### src/rtl/regfile_write_arbiter_pkg.sv
// Shared constants and types for the register-file writeback path.
package regfile_write_arbiter_pkg;

  localparam int unsigned NUM_REGS       = 32;
  localparam int unsigned REG_ADDR_WIDTH = $clog2(NUM_REGS);
  localparam int unsigned NUM_WB_SRC     = 3;

  typedef logic [REG_ADDR_WIDTH-1:0] reg_addr_t;

  typedef enum logic [1:0] {
    WB_ALU  = 2'd0,
    WB_LOAD = 2'd1,
    WB_CSR  = 2'd2
  } wb_src_e;

endpackage

### src/rtl/regfile_write_arbiter_rr_arbiter.sv
// Combinational round-robin arbiter: first requester at or after ptr_i wins.
module rr_arbiter
  import regfile_write_arbiter_pkg::*;
#(
  parameter  int unsigned N  = NUM_WB_SRC,
  localparam int unsigned IW = (N > 1) ? $clog2(N) : 1
) (
  input  logic [N-1:0]  req_i,
  input  logic [IW-1:0] ptr_i,
  input  logic          stall_i,
  output logic [N-1:0]  grant_o,
  output logic [IW-1:0] idx_o
);

  always_comb begin
    int unsigned j;
    logic [IW-1:0] sel;
    logic found;
    grant_o = '0;
    idx_o   = '0;
    found   = 1'b0;
    j       = 0;
    sel     = '0;
    for (int unsigned k = 0; k < N; k++) begin
      // ptr_i < N, so a single conditional subtract wraps without a modulo.
      j = 32'(ptr_i) + k;
      if (j >= N) j = j - N;
      sel = IW'(j);
      if (!stall_i && !found && req_i[sel]) begin
        grant_o[sel] = 1'b1;
        idx_o        = sel;
        found        = 1'b1;
      end
    end
  end

endmodule

### src/rtl/regfile_write_arbiter.sv
// Round-robin share of the single register-file write port between writeback
// sources; registers the accepted write and drives the bank's one-hot enables.
module regfile_write_arbiter #(
  parameter  int unsigned NUM_REQ    = regfile_write_arbiter_pkg::NUM_WB_SRC,
  parameter  int unsigned DATA_WIDTH = 32,
  parameter  int unsigned NUM_REGS   = regfile_write_arbiter_pkg::NUM_REGS,
  parameter  int unsigned ADDR_WIDTH = $clog2(NUM_REGS),
  parameter  int unsigned CNT_WIDTH  = 16,
  localparam int unsigned SRC_WIDTH  = $clog2(NUM_REQ)
) (
  input  logic                                 clock,
  input  logic                                 reset,
  input  logic                                 stall,
  input  logic [NUM_REQ-1:0]                   req_valid,
  output logic [NUM_REQ-1:0]                   req_ready,
  input  logic [NUM_REQ-1:0][ADDR_WIDTH-1:0]   req_addr,
  input  logic [NUM_REQ-1:0][DATA_WIDTH-1:0]   req_data,
  output logic [NUM_REGS-1:0]                  wr_enable,
  output logic [DATA_WIDTH-1:0]                wr_data,
  output logic [SRC_WIDTH-1:0]                 wr_src,
  output logic [CNT_WIDTH-1:0]                 wr_count
);

  logic [NUM_REQ-1:0]    grant;
  logic [SRC_WIDTH-1:0]  gidx;
  logic                  xfer;
  logic [ADDR_WIDTH-1:0] sel_addr;
  logic [DATA_WIDTH-1:0] sel_data;

  logic [SRC_WIDTH-1:0]  rr_ptr_q,    rr_ptr_d;
  logic [NUM_REGS-1:0]   wr_enable_q, wr_enable_d;
  logic [DATA_WIDTH-1:0] wr_data_q,   wr_data_d;
  logic [SRC_WIDTH-1:0]  wr_src_q,    wr_src_d;
  logic [CNT_WIDTH-1:0]  wr_count_q,  wr_count_d;

  // Holding the arbiter stalled during reset keeps req_ready low throughout.
  rr_arbiter #(.N(NUM_REQ)) u_arb (
    .req_i   (req_valid),
    .ptr_i   (rr_ptr_q),
    .stall_i (stall | ~reset),
    .grant_o (grant),
    .idx_o   (gidx)
  );

  assign req_ready = grant;
  assign xfer      = |grant;
  assign sel_addr  = req_addr[gidx];
  assign sel_data  = req_data[gidx];

  always_comb begin
    rr_ptr_d    = rr_ptr_q;
    wr_enable_d = '0;
    wr_data_d   = wr_data_q;
    wr_src_d    = wr_src_q;
    wr_count_d  = wr_count_q;
    if (xfer) begin
      rr_ptr_d  = (gidx == SRC_WIDTH'(NUM_REQ - 1)) ? '0 : gidx + SRC_WIDTH'(1);
      wr_data_d = sel_data;
      wr_src_d  = gidx;
      if (sel_addr != '0) begin
        wr_enable_d = NUM_REGS'(1) << sel_addr;
        if (wr_count_q != '1) wr_count_d = wr_count_q + CNT_WIDTH'(1);
      end
    end
  end

  always_ff @(posedge clock or negedge reset) begin
    if (!reset) begin
      rr_ptr_q    <= '0;
      wr_enable_q <= '0;
      wr_data_q   <= '0;
      wr_src_q    <= '0;
      wr_count_q  <= '0;
    end else begin
      rr_ptr_q    <= rr_ptr_d;
      wr_enable_q <= wr_enable_d;
      wr_data_q   <= wr_data_d;
      wr_src_q    <= wr_src_d;
      wr_count_q  <= wr_count_d;
    end
  end

  assign wr_enable = wr_enable_q;
  assign wr_data   = wr_data_q;
  assign wr_src    = wr_src_q;
  assign wr_count  = wr_count_q;

endmodule

### config.mk
export PLATFORM = sky130hd
export DESIGN_NAME = regfile_write_arbiter
export DESIGN_NICKNAME = d
export VERILOG_FILES = /design/src/rtl/regfile_write_arbiter_pkg.sv /design/src/rtl/regfile_write_arbiter_rr_arbiter.sv /design/src/rtl/regfile_write_arbiter.sv
export SDC_FILE = /design/constraint.sdc
export NUM_CORES = 1
export LEC_CHECK = 0
export BUFFER_PORTS_ARGS = -buffer_cell sky130_fd_sc_hd__clkbuf_2
export CORE_MARGIN = 5
export CORE_UTILIZATION = 47
export DETAILED_ROUTE_END_ITERATION = 7
export PLACE_DENSITY_LB_ADDON = 0.08
export SETUP_SLACK_MARGIN = 0.1
export SLEW_MARGIN = 30
export SYNTH_ARGS = -nofsm -noshare
export SYNTH_HDL_FRONTEND = slang
export SYNTH_SLANG_ARGS = --single-unit
export TNS_END_PERCENT = 1
### constraint.sdc
create_clock -name clock -period 4 [get_ports clock]
set_input_delay 0.2 -clock clock [delete_from_list [all_inputs] [get_ports clock]]
set_output_delay 0.2 -clock clock [all_outputs]
set_load 0.02 [all_outputs]
Word-level counts from Yosys, hierarchy flattened

Index checks and enable logic that the tools add are counted.

Reduce and logical (&&, ||, !) cells: 14
Div/mod/pow operators: 0
Equal/unequal tests: 2
Add/subtract/negate cells: 7
Mux-type cells: 30
Multipliers: 0
Magnitude comparators: 10
Shifts and indexed selects: 1
Bitwise logic cells: 4

Operator list:

| operator                                                                             | number |
|---|---|
| 32-bit 2-to-1 mux                                                                    | 3 |
| 32-bit binary-select mux with 2-bit select                                           | 1 |
| 1-bit by 5-bit << shifter with 32-bit output (first input constant)                  | 1 |
| 16-bit by 1-bit adder with 16-bit output (second input constant)                     | 1 |
| 16-bit != test (second input constant)                                               | 1 |
| 2-bit 2-to-1 mux                                                                     | 7 |
| 2-bit by 3-bit < comparator with 1-bit output (second input constant)                | 4 |
| 5-bit binary-select mux with 2-bit select                                            | 1 |
| 3-bit 2-to-1 mux                                                                     | 3 |
| 1-bit logical AND                                                                    | 8 |
| 1-bit 2-to-1 mux                                                                     | 8 |
| 1-bit binary-select mux with 2-bit select                                            | 3 |
| 1-bit demux with 2-bit select                                                        | 3 |
| 2-bit by 1-bit greater-or-equal comparator with 1-bit output (second input constant) | 3 |
| 3-bit by 2-bit greater-or-equal comparator with 1-bit output (second input constant) | 2 |
| 3-bit bitwise OR                                                                     | 2 |
| 2-bit subtractor (second input constant)                                             | 3 |
| 5-bit 2-to-1 mux                                                                     | 1 |
| 5-bit nonzero test                                                                   | 1 |
| 2-bit by 1-bit adder with 3-bit output (second input constant)                       | 1 |
| 2-bit by 2-bit adder with 3-bit output (second input constant)                       | 1 |
| 1-bit zero test                                                                      | 3 |
| 3-bit AND reduction                                                                  | 1 |
| 3-bit OR reduction                                                                   | 1 |
| 5 further kinds                                                                      | 5 |

RAM bits: 0
Memory bits (read-only): 0
Bits in latches: 0
Memories kept: 0
Input port bits: 117
Register bits after elaboration: 84

Logic depth before layout (Yosys ltp)

Depth after elaboration: 19
Depth in mapped cells: 14
Depth with buffers taken out: 10

Hierarchy

From an unflattened synthesis, not the netlist that was laid out.

Cells, all modules: 434
Area, all modules: 4,191.5 sq um

By module, submodules not included:

| module                | cells each | instances | area each (sq um) |
|---|---|---|---|
| regfile_write_arbiter | 397        | 1         | 3,916.3 |
| rr_arbiter            | 37         | 1         | 275.3 |

Worst setup path before layout

Ideal clock, no wire load.

Path type: reg-to-reg
From: register rr_ptr_q[0]
To: register wr_count_q[1], in the netlist wr_count[1]
Period minus slack after synthesis: 3,277 ps
Required time: 3,872 ps
Path slack: 723 ps
Data arrival time: 3,149 ps
Stages on the path, launching flop included: 12
Setup time: 128 ps
Cells stage by stage: dfrtp_1 > inv_1 > ha_1 > buf_2 > nor4b_1 > nor3b_1 > a2111oi_2 > nor3_1 > clkbuf_1 > nor2_1 > nand2_1 > mux2_1

RTL lines:

| item                                                                            | line                                   | RTL |
|---|---|---|
| start: declaration                                                              | regfile_write_arbiter.sv:30            | `logic [SRC_WIDTH-1:0] rr_ptr_q, rr_ptr_d;` |
| start signal: assignment                                                        | regfile_write_arbiter.sv:75            | `rr_ptr_q <= rr_ptr_d;` |
| branches (longest 13 deep; another with 2-bit by 1-bit adder with 3-bit output) | -                                      |  |
| 3-bit 2-to-1 mux *                                                              | regfile_write_arbiter_rr_arbiter.sv:29 | `if (!stall_i && !found && req_i[sel]) begin` |
| net req_ready[1]                                                                | regfile_write_arbiter.sv:15            | `output logic [NUM_REQ-1:0] req_ready,` |
| 3-bit OR reduction *                                                            | regfile_write_arbiter.sv:46            | `assign xfer = \|grant;` |
| 3-bit AND reduction (no line) *                                                 | -                                      |  |
| end signal: assignment                                                          | regfile_write_arbiter.sv:79            | `wr_count_q <= wr_count_d;` |
| end: declaration                                                                | regfile_write_arbiter.sv:34            | `logic [CNT_WIDTH-1:0] wr_count_q, wr_count_d;` |

Mark *: on every way through the listed nets, which the timed path passes. The select of a mux whose other input is x is not followed.
A chain may end at the register's enable or synchronous reset.

Worst setup path after layout

From: register rr_ptr_q[1]
To: register wr_count_q[2], in the netlist wr_count[2]

Longest elaborated chain between the ends: 18

RTL lines:

| item |
|---|
| branches (longest 17 deep; another with 2-bit by 1-bit adder with 3-bit output) |
| 3-bit AND reduction (no line) * |

Every way passes the cells marked *. The select of a mux whose other input is x is not followed.

==> results.md <==
* DIE WIDTH at 106 um
* Setup_tns at 0 ps
* Pwr Total at 3470 uW
* Register share of total power at 34.6%
* Most frequent CP cell: mux2i_1
* Worst-path clk slew at 100 ps
* Antenna violations before repair at 0
* Routed WL at 11.9 mm
* CTS Hold Bufs at 1
* # clock sinks at 84
* Starting Density at 47.7%
* Leak at 0.00279 uW
* Switching Share at 43.5%
* Area Growth Syn to Fin at 29.4%
* Clk buf depth at 2
* Area share of the largest cell type after synthesis at 48.1%
* FF+latch area at 2100 um2
* Setup ws final at 518 ps
* Non-Filler Instances at 761
* Synth Net Count at 579
* Core Area at 9150 um2
* H-Tree Depth at 3
* Tot GR Track Use at 21.2%
* CP Cell Sequence: inv_1, ha_1, mux2i_1, mux2_2, a211oi_4, mux2i_1, o21ai_1, or4_1, buf_4, a31oi_1, a41oi_2
* I/O pins at 202
* Crit Path Max Fanout at 18
* Clock Power Share at 19.1%
* CP Class: flip-flop to flip-flop
* Setup-failing EPs final at 0
* Int Pwr at 1960 uW
* CP max-delay cell: or4_1
* GP Congestion at 0.818
* Global-route wire length before repair at 19.3 mm
* HPWL after DPL at 9.16 mm
* Fmax at 0.287 GHz
* Mapped Area at 4370 um2
* Pwr/cell area at 615 nW/um2
* Psw at 1510 uW
* Async S/R FF share, synth at 100%
* CTS Buf Count at 9
* Die area at 11300 um2
* Register area share after synthesis at 48.1%
* Worst min path class: input pin to flip-flop
* Cell with the most instances after synthesis: dfrtp_1
* Number of synthesized flops with an enable pin at 0
* Arrival @ worst endpoint at 3700 ps
* CP delay by family, top: compound AO/OA/AOI/OAI gates
* DR WL/cell at 15.7 um
* Final global-route overflow total at 0
* CTS root buf: clkbuf_8
* Slew headroom at 37.7%
* Filler Cells Inserted at 805
* Worst Path Required at 4220 ps
* Fin crit share at 87.0%
* Vias in the first global route at 3999
* Final ANT Viol Nets at 0
* Status: finished clean
* Std-Cell Rows at 35
* Skew final at 12.9 ps
* Worst Tran Pin Value at 930 ps
* Synth top area cells: dfrtp_1 (48%), mux2i_1 (9.2%), a21oi_1 (4.6%)
* Synth warn at 0
* Max-cap viol count at 0
* Multi-input gate area at 2100 um2
* Yosys top cell by area: dfrtp_1
* Initial DRC Count at 100
* Via Count at 4019
* CTS tree: built
* Final #Nets at 767
* Critical Path Source Type: flip-flop
* Synth cell count leaders: dfrtp_1 (84), nand2_1 (49), nor2_1 (47)
* Logic pwr share at 46.2%
* Number of setup buffers added after CTS at 0
* Inserted Diodes at 0
* Max incr delay on CP at 580 ps
* Peak VDD IR at 0.353 mV
* Synth unique cells at 53
* Synth Flop Type: dfrtp_1
* CP endpoint kind: flip-flop
* Slew Limit Fails at 0
* Crit path time final at 3480 ps
* Number of remaining DRC errors at 0
* IO buf count at 201
* First-pass DRT Iterations at 4
* Clk_lat worst skew at 350 ps
* Syn Inst Count at 457
* FF+latch count, synth at 84
* Pre-CTS WS at 526 ps
* Post-CTS sizing at 0
* Die Span Y at 106 um
* RSZ-0062 raised after global routing: no
* Placed cell count at 744
* Average size of a mapped cell at 9.56 um2
* Largest net degree at the start of global routing at 70
* Hold Vio Cnt, Final at 0
* Layout cells sized above 1 at 37.7%
* Buffer and inverter count on the worst path at 2
* Via density at 5.28
==> flip-flops by register name, indices dropped and copies added, names as in the netlist <==
signal and count:
wr_data 32, wr_enable 32, wr_src 2, rr_ptr_q 2, wr_count 16
==> final timing paths <==
path	start	cells past startpoint	end	slack (ps)
setup / recovery	rr_ptr_q[1]$_DFFE_PN0P_	11	wr_count[2]$_DFFE_PN0P_	520
hold / removal	req_data[41]	3	wr_data[9]$_DFFE_PN0P_	120
setup reg to reg	rr_ptr_q[1]$_DFFE_PN0P_	11	wr_count[2]$_DFFE_PN0P_	520
hold reg to reg	wr_data[17]$_DFFE_PN0P_	2	wr_data[17]$_DFFE_PN0P_	480
max in group asynchronous	reset	3	wr_data[5]$_DFFE_PN0P_	2640
min in group asynchronous	reset	2	wr_src[1]$_DFFE_PN0P_	250
==> cells by family (layout without fill, tap and decap cells) <==
| logic type | Yosys count | count (layout) | synth area share [%] |
|---|---|---|---|
| other cells | 1 | 1 | 0.0859 |
| compound gates | 102 | 102 | 14.0 |
| buf+inv | 37 | 230 | 4.04 |
| fa+ha+maj | 5 | 5 | 1.43 |
| simple gates | 174 | 174 | 20.2 |
| flops | 84 | 84 | 48.1 |
| xor+xnor | 11 | 11 | 2.21 |
| mux | 43 | 43 | 9.94 |
==> layout make-up <==
cell class / instances / share of cell area [%]
Sequential cell: 84 / 37.2
Tap cell: 111 / 2.46
Multi-Input combinational cell: 336 / 37.2
Clock buffer: 10 / 2.26
Inverter: 5 / 0.332
Clock inverter: 6 / 1.57
Timing Repair Buffer: 209 / 19.0
==> power groups by stage <==
| stage | clock network, uW | logic [uW] | registers (uW) |
|---|---|---|---|
| after floorplan | 0 | 883 | 1450 |
| after CTS | 678 | 1620 | 1210 |
| after global routing | 724 | 1790 | 1230 |
| after detailed placement | 0 | 1630 | 1210 |
| after global placement | 0 | 1580 | 1210 |
| final | 665 | 1610 | 1200 |
==> worst min-delay path: cells and delay by family <==
kind                   cells  cell delay, ps
AOI/OAI and AO/OA          2             170
buffers and inverters      1              70
==> layout by cell type, fill, tap and decap left out, types with 2 or more instances in the layout <==
cell,netlist,final
nand3_1,11,11
nand2b_1,3,3
nor4_2,4,4
ha_1,5,5
inv_1,4,4
and3_1,4,4
bufinv_16,0,2
nor3_2,1,2
xnor2_1,11,11
buf_4,1,8
nand3_2,2,2
nand2_1,49,49
nor3_1,10,9
nor2_1,47,47
a41oi_2,3,3
nor2b_1,5,5
mux2_2,2,2
clkbuf_8,0,9
nor4_1,20,20
a21o_1,2,2
nor4b_1,2,2
dfrtp_1,84,84
clkinvlp_4,0,2
a21oi_2,2,3
a22o_1,2,2
nand3b_1,4,4
nor3b_1,3,3
mux2i_1,40,40
clkbuf_2,0,200
a21oi_1,40,39
a31oi_1,3,3
o21ai_0,40,40
==> stage by stage <==
stage / utilization (%) / hold slack [ps] / area, um2
after floorplan: - / -95.6 / 4370
after global placement: 59.2 / 86.5 / 5420
after detailed placement: 59.2 / 87.7 / 5420
after CTS: 61.7 / 112 / 5650
after global routing: 61.7 / 132 / 5650
final: 61.7 / 123 / 5650
==> routing by layer <==
metal	global-route usage [%]	up-vias	wire length, um
li1	-	1987	-
met1	28.0	1868	5220
met2	34.3	141	5740
met3	4.31	23	685
met4	7.96	0	275
met5	0	-	0
Note: power is estimated with default switching activity, not from simulation.
